==> config.mk <==
export PLATFORM = sky130hd
export DESIGN_NAME = uart_byte_rx_flat
export DESIGN_NICKNAME = d
export VERILOG_FILES = /design/src/rtl/uart_byte_rx_if.sv /design/src/rtl/uart_byte_rx.sv /design/src/flat_wrapper.sv
export SDC_FILE = /design/constraint.sdc
export NUM_CORES = 1
export LEC_CHECK = 0
export CAP_MARGIN = 20
export CORE_UTILIZATION = 30
export CTS_CLUSTER_SIZE = 12
export DETAILED_ROUTE_END_ITERATION = 8
export SLEW_MARGIN = 25
export SYNTH_ARGS = -nofsm -noshare
export SYNTH_HDL_FRONTEND = slang
export SYNTH_SLANG_ARGS = --single-unit
==> constraint.sdc <==
create_clock -name clk -period 5.6 [get_ports clk]
set_clock_uncertainty 0.2 [all_clocks]
set_input_delay 1.12 -clock clk [delete_from_list [all_inputs] [get_ports clk]]
set_output_delay 1.12 -clock clk [all_outputs]
set_load 0.03 [all_outputs]
==> src/rtl/uart_byte_rx_if.sv <==
// Byte-level receive side of the serial link toward the DDS command parser.
// The slave modport is the receiver itself; the master modport is whatever
// drives the serial line and consumes the recovered bytes.
interface uart_byte_rx_if;
    logic       rxd;         // raw asynchronous serial line, idle high
    logic [7:0] rx_data;     // last correctly framed byte, held until the next one
    logic       data_valid;  // one-cycle pulse: rx_data is new this cycle
    logic       frame_err;   // one-cycle pulse: stop bit sampled low
    logic       busy;        // receiver is inside a frame

    modport master (
        output rxd,
        input  rx_data,
        input  data_valid,
        input  frame_err,
        input  busy
    );

    modport slave (
        input  rxd,
        output rx_data,
        output data_valid,
        output frame_err,
        output busy
    );
endinterface

==> src/rtl/uart_byte_rx.sv <==
// 8N1 serial byte receiver.
// The raw line is brought into the clock domain by a two-flop synchronizer;
// a three-sample history of the synchronized line feeds a majority vote that
// decides the start bit, every data bit and the stop bit. Each recovered
// byte is presented with a single-cycle data_valid; a low stop bit yields a
// single-cycle frame_err and leaves rx_data untouched.
module uart_byte_rx #(
    parameter int CLKS_PER_BIT = 434    // clocks per bit, must be >= 8
) (
    input  logic           clk,
    input  logic           rst,
    uart_byte_rx_if.slave  bus
);

    // Counter only ever needs to reach CLKS_PER_BIT-1.
    localparam int CNT_W = (CLKS_PER_BIT > 2) ? $clog2(CLKS_PER_BIT) : 1;
    localparam int H     = CLKS_PER_BIT / 2;

    // START decision happens on the H-th clock spent in START (count runs
    // 0..H-1), which lands the vote near the centre of the start bit.
    localparam logic [CNT_W-1:0] START_LAST = CNT_W'(H - 1);
    // DATA/STOP decisions happen once per full bit period.
    localparam logic [CNT_W-1:0] BIT_LAST   = CNT_W'(CLKS_PER_BIT - 1);
    localparam logic [CNT_W-1:0] CNT_ONE    = CNT_W'(1);

    typedef enum logic [1:0] {
        IDLE  = 2'd0,
        START = 2'd1,
        DATA  = 2'd2,
        STOP  = 2'd3
    } state_t;

    state_t           state_reg;
    logic             m1_reg;
    logic             m2_reg;
    logic [2:0]       hist_reg;     // hist_reg[0] is the previous m2 sample
    logic [CNT_W-1:0] cnt_reg;
    logic [2:0]       idx_reg;
    logic [7:0]       shift_reg;
    logic [7:0]       data_reg;
    logic             valid_reg;
    logic             ferr_reg;
    logic             busy_reg;

    logic             majority;
    logic             start_edge;

    // Two-flop synchronizer plus sample history; everything rests at the
    // idle line level so leaving reset never looks like a start edge.
    always_ff @(posedge clk) begin
        if (rst) begin
            m1_reg   <= 1'b1;
            m2_reg   <= 1'b1;
            hist_reg <= 3'b111;
        end else begin
            m1_reg   <= bus.rxd;
            m2_reg   <= m1_reg;
            hist_reg <= {hist_reg[1:0], m2_reg};
        end
    end

    // Two-of-three vote over the history; a single-cycle spike cannot win.
    assign majority = (hist_reg[0] & hist_reg[1]) |
                      (hist_reg[0] & hist_reg[2]) |
                      (hist_reg[1] & hist_reg[2]);

    // Only a 1->0 transition starts a frame, so a held-low break never
    // retriggers the receiver.
    assign start_edge = ~m2_reg & hist_reg[0];

    // Receive FSM with registered outputs; pulses default low every cycle.
    always_ff @(posedge clk) begin
        if (rst) begin
            state_reg <= IDLE;
            cnt_reg   <= '0;
            idx_reg   <= '0;
            shift_reg <= '0;
            data_reg  <= '0;
            valid_reg <= 1'b0;
            ferr_reg  <= 1'b0;
            busy_reg  <= 1'b0;
        end else begin
            valid_reg <= 1'b0;
            ferr_reg  <= 1'b0;

            case (state_reg)
                IDLE: begin
                    if (start_edge) begin
                        state_reg <= START;
                        busy_reg  <= 1'b1;
                        cnt_reg   <= '0;
                    end
                end

                START: begin
                    if (cnt_reg == START_LAST) begin
                        cnt_reg <= '0;
                        if (majority) begin
                            // Line came back high: glitch, not a start bit.
                            state_reg <= IDLE;
                            busy_reg  <= 1'b0;
                        end else begin
                            state_reg <= DATA;
                            idx_reg   <= '0;
                        end
                    end else begin
                        cnt_reg <= cnt_reg + CNT_ONE;
                    end
                end

                DATA: begin
                    if (cnt_reg == BIT_LAST) begin
                        cnt_reg   <= '0;
                        shift_reg <= {majority, shift_reg[7:1]};
                        idx_reg   <= idx_reg + 3'd1;
                        if (idx_reg == 3'd7) begin
                            state_reg <= STOP;
                        end
                    end else begin
                        cnt_reg <= cnt_reg + CNT_ONE;
                    end
                end

                STOP: begin
                    if (cnt_reg == BIT_LAST) begin
                        // Leave at mid stop bit so a back-to-back start
                        // edge is caught in IDLE.
                        cnt_reg   <= '0;
                        state_reg <= IDLE;
                        busy_reg  <= 1'b0;
                        if (majority) begin
                            data_reg  <= shift_reg;
                            valid_reg <= 1'b1;
                        end else begin
                            ferr_reg  <= 1'b1;
                        end
                    end else begin
                        cnt_reg <= cnt_reg + CNT_ONE;
                    end
                end

                default: begin
                    state_reg <= IDLE;
                    busy_reg  <= 1'b0;
                    cnt_reg   <= '0;
                end
            endcase
        end
    end

    // Registered outputs onto the interface.
    assign bus.rx_data    = data_reg;
    assign bus.data_valid = valid_reg;
    assign bus.frame_err  = ferr_reg;
    assign bus.busy       = busy_reg;

endmodule

==> src/flat_wrapper.sv <==
// flat-port wrapper written by rule: the top's interface ports become plain ports
module uart_byte_rx_flat 
#(
    parameter int CLKS_PER_BIT = 434                                   
)
  (clk, rst, bus_rxd, bus_rx_data, bus_data_valid, bus_frame_err, bus_busy);
  uart_byte_rx_if bus_i ();
  input  logic clk;
  input  logic rst;
  input wire logic [$bits(bus_i.rxd)-1:0] bus_rxd;
  output wire logic [$bits(bus_i.rx_data)-1:0] bus_rx_data;
  output wire logic [$bits(bus_i.data_valid)-1:0] bus_data_valid;
  output wire logic [$bits(bus_i.frame_err)-1:0] bus_frame_err;
  output wire logic [$bits(bus_i.busy)-1:0] bus_busy;
  assign bus_i.rxd = bus_rxd;
  assign bus_rx_data = bus_i.rx_data;
  assign bus_data_valid = bus_i.data_valid;
  assign bus_frame_err = bus_i.frame_err;
  assign bus_busy = bus_i.busy;
  uart_byte_rx #(.CLKS_PER_BIT(CLKS_PER_BIT)) u_core (.clk(clk), .rst(rst), .bus(bus_i));
endmodule
==> results of run 1 <==
## kinds of logic (layout without fill, tap and decap cells)
group / count (synthesis) / in the layout / share of synthesized area
AND/OR/NAND/NOR: 78 / 78 / 0.2476
buffers and inverters: 18 / 27 / 0.04953
flip-flops: 38 / 38 / 0.4428
AO/OA/AOI/OAI: 33 / 33 / 0.1245
multiplexers: 16 / 16 / 0.09322
adder cells (fa/ha/maj): 6 / 6 / 0.04224
## power by group through the flow
stage               Combinational, mW  Sequential [mW]  Clock [mW]
floorplan                      0.0112            0.280           0
global placement               0.0164            0.281           0
detailed placement             0.0164            0.281           0
CTS                            0.0165            0.274       0.293
global route                   0.0185            0.275       0.304
finish                         0.0165            0.275       0.287
## synthesized netlist by cell type (all sizes together) (3+ instances only)
master  number
dfxtp       38
nor2        20
a21oi       16
mux2i       16
nand2       14
clkbuf       8
nand3        8
or2          8
o22ai        7
nor3         6
buf          5
ha           5
inv          5
and2         3
nor4         3
o21a         3
## cell type report
class	count	area [um2]	share of cell area
repair buffers	14	137.6	0.06790
flip-flops and latches	38	760.7	0.3753
inverters	5	18.77	0.009259
clock buffers	6	82.58	0.04074
multi-input cells	133	877.1	0.4327
clock inverters	2	60.06	0.02963
well taps	72	90.09	0.04444
## metrics by stage
| stage | std cells | cell area, um2 | hold slack [ns] |
|---|---|---|---|
| floorplan | 189 | 1718 | 0.1895 |
| global placement | 262 | 1879 | 0.2097 |
| detailed placement | 262 | 1879 | 0.1944 |
| CTS | 270 | 2022 | 0.2162 |
| global route | 270 | 2027 | 0.2391 |
| finish | 270 | 2027 | 0.2139 |
## per-layer routing
metal | wire, um | vias to the layer above | track usage
li1 | - | 685 | -
met1 | 1619 | 634 | 0.1505
met2 | 1394 | 23 | 0.1761
met3 | 87 | 6 | 0.02824
met4 | 53 | 0 | 0.05660
met5 | 0 | - | 0
## worst register-to-register path, cell delays in order (launching register included)
cell	delay, ns
dfxtp_1	0.35
inv_1	0.08
ha_1	0.15
and4bb_2	0.23
nand4b_1	0.62
or2_2	0.55
a21oi_1	0.14
## final timing paths
path	cells past startpoint	startpoint	slack, ns	to
max	1	u_core.bus.rx_data[1]$_SDFFE_PP0P_	2.97	bus_rx_data[1]
min	1	u_core.m1_reg$_SDFF_PP1_	0.21	u_core.m2_reg$_SDFF_PP1_
max reg2reg	6	u_core.cnt_reg[1]$_SDFFE_PP0P_	3.21	u_core.idx_reg[0]$_SDFFE_PP0P_
min reg2reg	1	u_core.m1_reg$_SDFF_PP1_	0.21	u_core.m2_reg$_SDFF_PP1_
==> flow_summary.ini, run 1 <==
[place]
dp_hpwl_um = 2059
port_buffers = 13
place_congestion = 0.7170
post-place-ws_ns = 3.177

[timing]
fin_crit_ns = 2.629
setup_slack_ns = 2.971
tns_ns = 0
hold_viol_final = 0
final_max_slew_viol_count = 0
timing.final.crit_share = 0.4695
worst_slew_pin_slew_ns = 0.7743
timing.fmax_ghz = 0.3804
max_slew_margin = 0.4811
setup_viol = 0
rsz0062_at_grt = false

[synthesis]
ys_seq_area_frac = 0.4428
async_reset_ff_frac = 0
ys.warnings.count = 0
synth_fp_nets = 197
ys_types = 36
synth_edf_count = 0
synth_top_cell_by_area = dfxtp_1
synth_area_per_cell_um2 = 9.089
synth.area.top_cells = dfxtp_1 (44%), mux2i_1 (9.3%), a21oi_1 (4.7%)
synth_top_area_share = 0.4428
synthCells = 189
synth_flop_cell = dfxtp_1
syn_area_um2 = 1718
ys_ff_latch = 38

[floorplan]
initial_utilization = 0.3120
die_h_um = 77.67
fp-row-count = 27
die_w_um = 77.67
coreArea_um2 = 5507
dieArea_um2 = 6033
ios = 14

[setup_path]
arrival_ns = 1.31
crit_family = buffers and inverters
slowest_stage = clkdlybuf4s50_1
end_kind = output pin
slowest_delay_ns = 0.67
path_class = reg -> out
worstSetupStartpointType = register
cp.buffers_inverters = 1
path_cells = clkdlybuf4s50_1
path_max_fanout = 2
worstPathRequired_ns = 4.28

[clock_network]
root_buffer = clkbuf_8
post-cts-setup-buffers = 0
htreeDepth = 2
numCtsBuffers = 5
ctsHoldBuffers = 0
cts_tree = built
clockBufferDepth = 2
clock-sinks = 38
insertion_delay_ns = 0.29
cts-resized-gates = 0
path_clk_slew_ns = 0.08

[cells_and_area]
layout_common_cells = dfxtp_1 (38), nor2_1 (20), mux2i_1 (16), a21oi_1 (16), nand2_1 (14)
fin_nets = 205
utilization = 0.3681
fillCellCount = 564
largest_reg_flops = 9
antenna_cells = 0
layout_commonest_cell = dfxtp_1
area_growth_syn_to_layout_pct = 17.99
layout-drive-gt1-share = 0.1111

[global_route]
grt_use_total = 0.1152
grt_pass1_vias = 1237
grt_pass1_wl_um = 5561
antenna_found_initial = 0
gr-total-overflow = 0
grt_max_degree = 39

[pwr]
power_frac_comb = 0.029
power_density_nw_per_um2 = 285.3
power.internal_mw = 0.4683
switching_share = 0.1901
p_clk_frac = 0.497
p_switching_mw = 0.1099
total_power_mw = 0.5782
seqPwrFrac = 0.475
vdd_drop_max_uv = 167.7
p_leak_nw = 0.7516

[detailed_routing]
drt_iter0_markers = 52
wl_per_cell_um = 11.68
dr.pass1.iters = 5
route.detailed.drc = 0
route.vias.total = 1348
ant_nets = 0
wirelength_um = 3154
via_per_inst = 4.993

[hold_path]
hold_class = reg -> reg

[flow_run]
cap_viol_max_count = 0

[status]
status = complete, no violations
(Power assumes the default switching activity.)
==> inputs of run 2 (changes only) <==
- clock period: 5.6 -> 2.2 ns (I/O delays scaled with it)
==> run 2 against run 1 <==
Effect of this change: utilization rose by 0.66 points; clock power rose to 2.5 times the previous value; highest routed layer unchanged; critical path type is now reg -> reg; wire length fell by 0.79%; global-route usage rose by 0.51 points; setup slack got worse by 2.8 ns; cell count rose by 1.9%; count of clock-buffer cells in the layout did not move; first-iteration DRC count fell by 31%; hold slack improved by 0.0037 ns; sequential power rose to 2.5 times the previous value; design area rose by 1.8%.
==> flow_summary.ini, run 2 (synthesis gave the netlist of run 1 again) <==
[place]
port_buffers = 13
dp_hpwl_um = 2215
post-place-ws_ns = 0.1828
place_congestion = 0.7591

[clock_network]
root_buffer = clkbuf_8
numCtsBuffers = 5
insertion_delay_ns = 0.29
htreeDepth = 2
path_clk_slew_ns = 0.07
cts_tree = built
clock-sinks = 38
clockBufferDepth = 2

[pwr]
power_frac_comb = 0.032
power.internal_mw = 1.196
total_power_mw = 1.469
vdd_drop_max_uv = 683.6
p_leak_nw = 0.7734
switching_share = 0.1858
seqPwrFrac = 0.476
p_clk_frac = 0.493
p_switching_mw = 0.2730
power_density_nw_per_um2 = 712.0

[setup_path]
arrival_ns = 1.97
path_max_fanout = 5
r2r_end = u_core.idx_reg[1]$_SDFFE_PP0P_
path_class = reg -> reg
r2r_setup_slack_ns = 0.20
crit_start = u_core.cnt_reg[0]$_SDFFE_PP0P_
crit_end = u_core.idx_reg[1]$_SDFFE_PP0P_
worstPathRequired_ns = 2.18
reg2reg_from = u_core.cnt_reg[0]$_SDFFE_PP0P_
r2r_cells = 6
worstSetupStartpointType = register
end_kind = register

[global_route]
grt_max_degree = 20
grt_pass1_wl_um = 5775
grt_use_total = 0.1203
antenna_found_initial = 0
gr-total-overflow = 0
grt_pass1_vias = 1346

[timing]
setup_viol = 0
setup_slack_ns = 0.2027
max_slew_margin = 0.6825
timing.final.crit_share = 0.9079
timing.fmax_ghz = 0.5007
fin_crit_ns = 1.997
tns_ns = 0
final_max_slew_viol_count = 0
rsz0062_at_grt = false
hold_viol_final = 0
timing.hold.ws_ns = 0.2177
worst_slew_pin_slew_ns = 0.4696

[cells_and_area]
largest_reg_flops = 9
antenna_cells = 0
utilization = 0.3747
layout_common_cells = dfxtp_1 (38), nor2_1 (20), mux2i_1 (16)
area_growth_syn_to_layout_pct = 20.10
fin_nets = 210
fillCellCount = 573
layout-drive-gt1-share = 0.1330
layout_commonest_cell = dfxtp_1

[detailed_routing]
wl_per_cell_um = 11.38
drt_iter0_markers = 36
via_per_inst = 4.909
route.detailed.drc = 0
ant_nets = 0
route.vias.total = 1350
dr.pass1.iters = 4
wirelength_um = 3129

[flow_run]
cap_viol_max_count = 0

[status]
status = complete, no violations

[hold_path]
hold_class = reg -> reg

[floorplan]
fp-row-count = 27
coreArea_um2 = 5507
initial_utilization = 0.3120
die_h_um = 77.67
ios = 14
dieArea_um2 = 6033
die_w_um = 77.67
==> run 2: worst min-delay path by stage <==
stage | start | end | slack (ns) | cells past startpoint
floorplan | u_core.m1_reg$_SDFF_PP1_ | u_core.m2_reg$_SDFF_PP1_ | 0.19 | 1
global placement | u_core.m1_reg$_SDFF_PP1_ | u_core.m2_reg$_SDFF_PP1_ | 0.20 | 1
detailed placement | u_core.m1_reg$_SDFF_PP1_ | u_core.m2_reg$_SDFF_PP1_ | 0.20 | 1
CTS | u_core.m1_reg$_SDFF_PP1_ | u_core.m2_reg$_SDFF_PP1_ | 0.22 | 1
global route | u_core.m1_reg$_SDFF_PP1_ | u_core.m2_reg$_SDFF_PP1_ | 0.23 | 1
finish | u_core.m1_reg$_SDFF_PP1_ | u_core.m2_reg$_SDFF_PP1_ | 0.22 | 1
==> run 2: critical path, stage by stage, from the launching register on <==
cell and delay [ns]:
dfxtp_1 0.35, inv_1 0.08, ha_1 0.15, or4b_1 0.46
or4_4 0.46, nand3_1 0.11, a21oi_1 0.07
==> run 2: area by class of cell <==
class                   count  area [um2]  area share
clock buffers               6       82.58     0.04002
multi-input cells         133       875.8      0.4245
well taps                  72       90.09     0.04366
inverters                   5       18.77    0.009096
flip-flops and latches     38       760.7      0.3687
clock inverters             2       60.06     0.02911
repair buffers             19       175.2     0.08490
==> run 2: power by group through the flow <==
stage	Combinational (mW)	Sequential (mW)	Clock [mW]
after floorplan	0.0286	0.714	0
after global placement	0.0475	0.715	0
after detailed placement	0.0472	0.715	0
after CTS	0.0475	0.699	0.748
after global routing	0.0528	0.700	0.771
final	0.0467	0.699	0.724
==> run 2: metrics by stage <==
step | cells | cell area, um2
final | 275 | 2063
after global routing | 275 | 2063
after detailed placement | 267 | 1917
after global placement | 267 | 1917
after CTS | 275 | 2059
after floorplan | 189 | 1718
==> run 2: timing repair <==
item,in CTS,in global routing
gates resized for setup,0,1
endpoints found under the setup margin,0,4
buffers inserted,0,0
hold buffers,0,0
==> run 2: layer usage <==
layer / global-route usage / routed length (um) / up-vias
met1: 0.1419 / 1531 / 635
met3: 0.03529 / 88 / 4
met5: 0 / 0 / -
met4: 0.05094 / 46 / 0
met2: 0.2018 / 1462 / 14
li1: - / - / 697
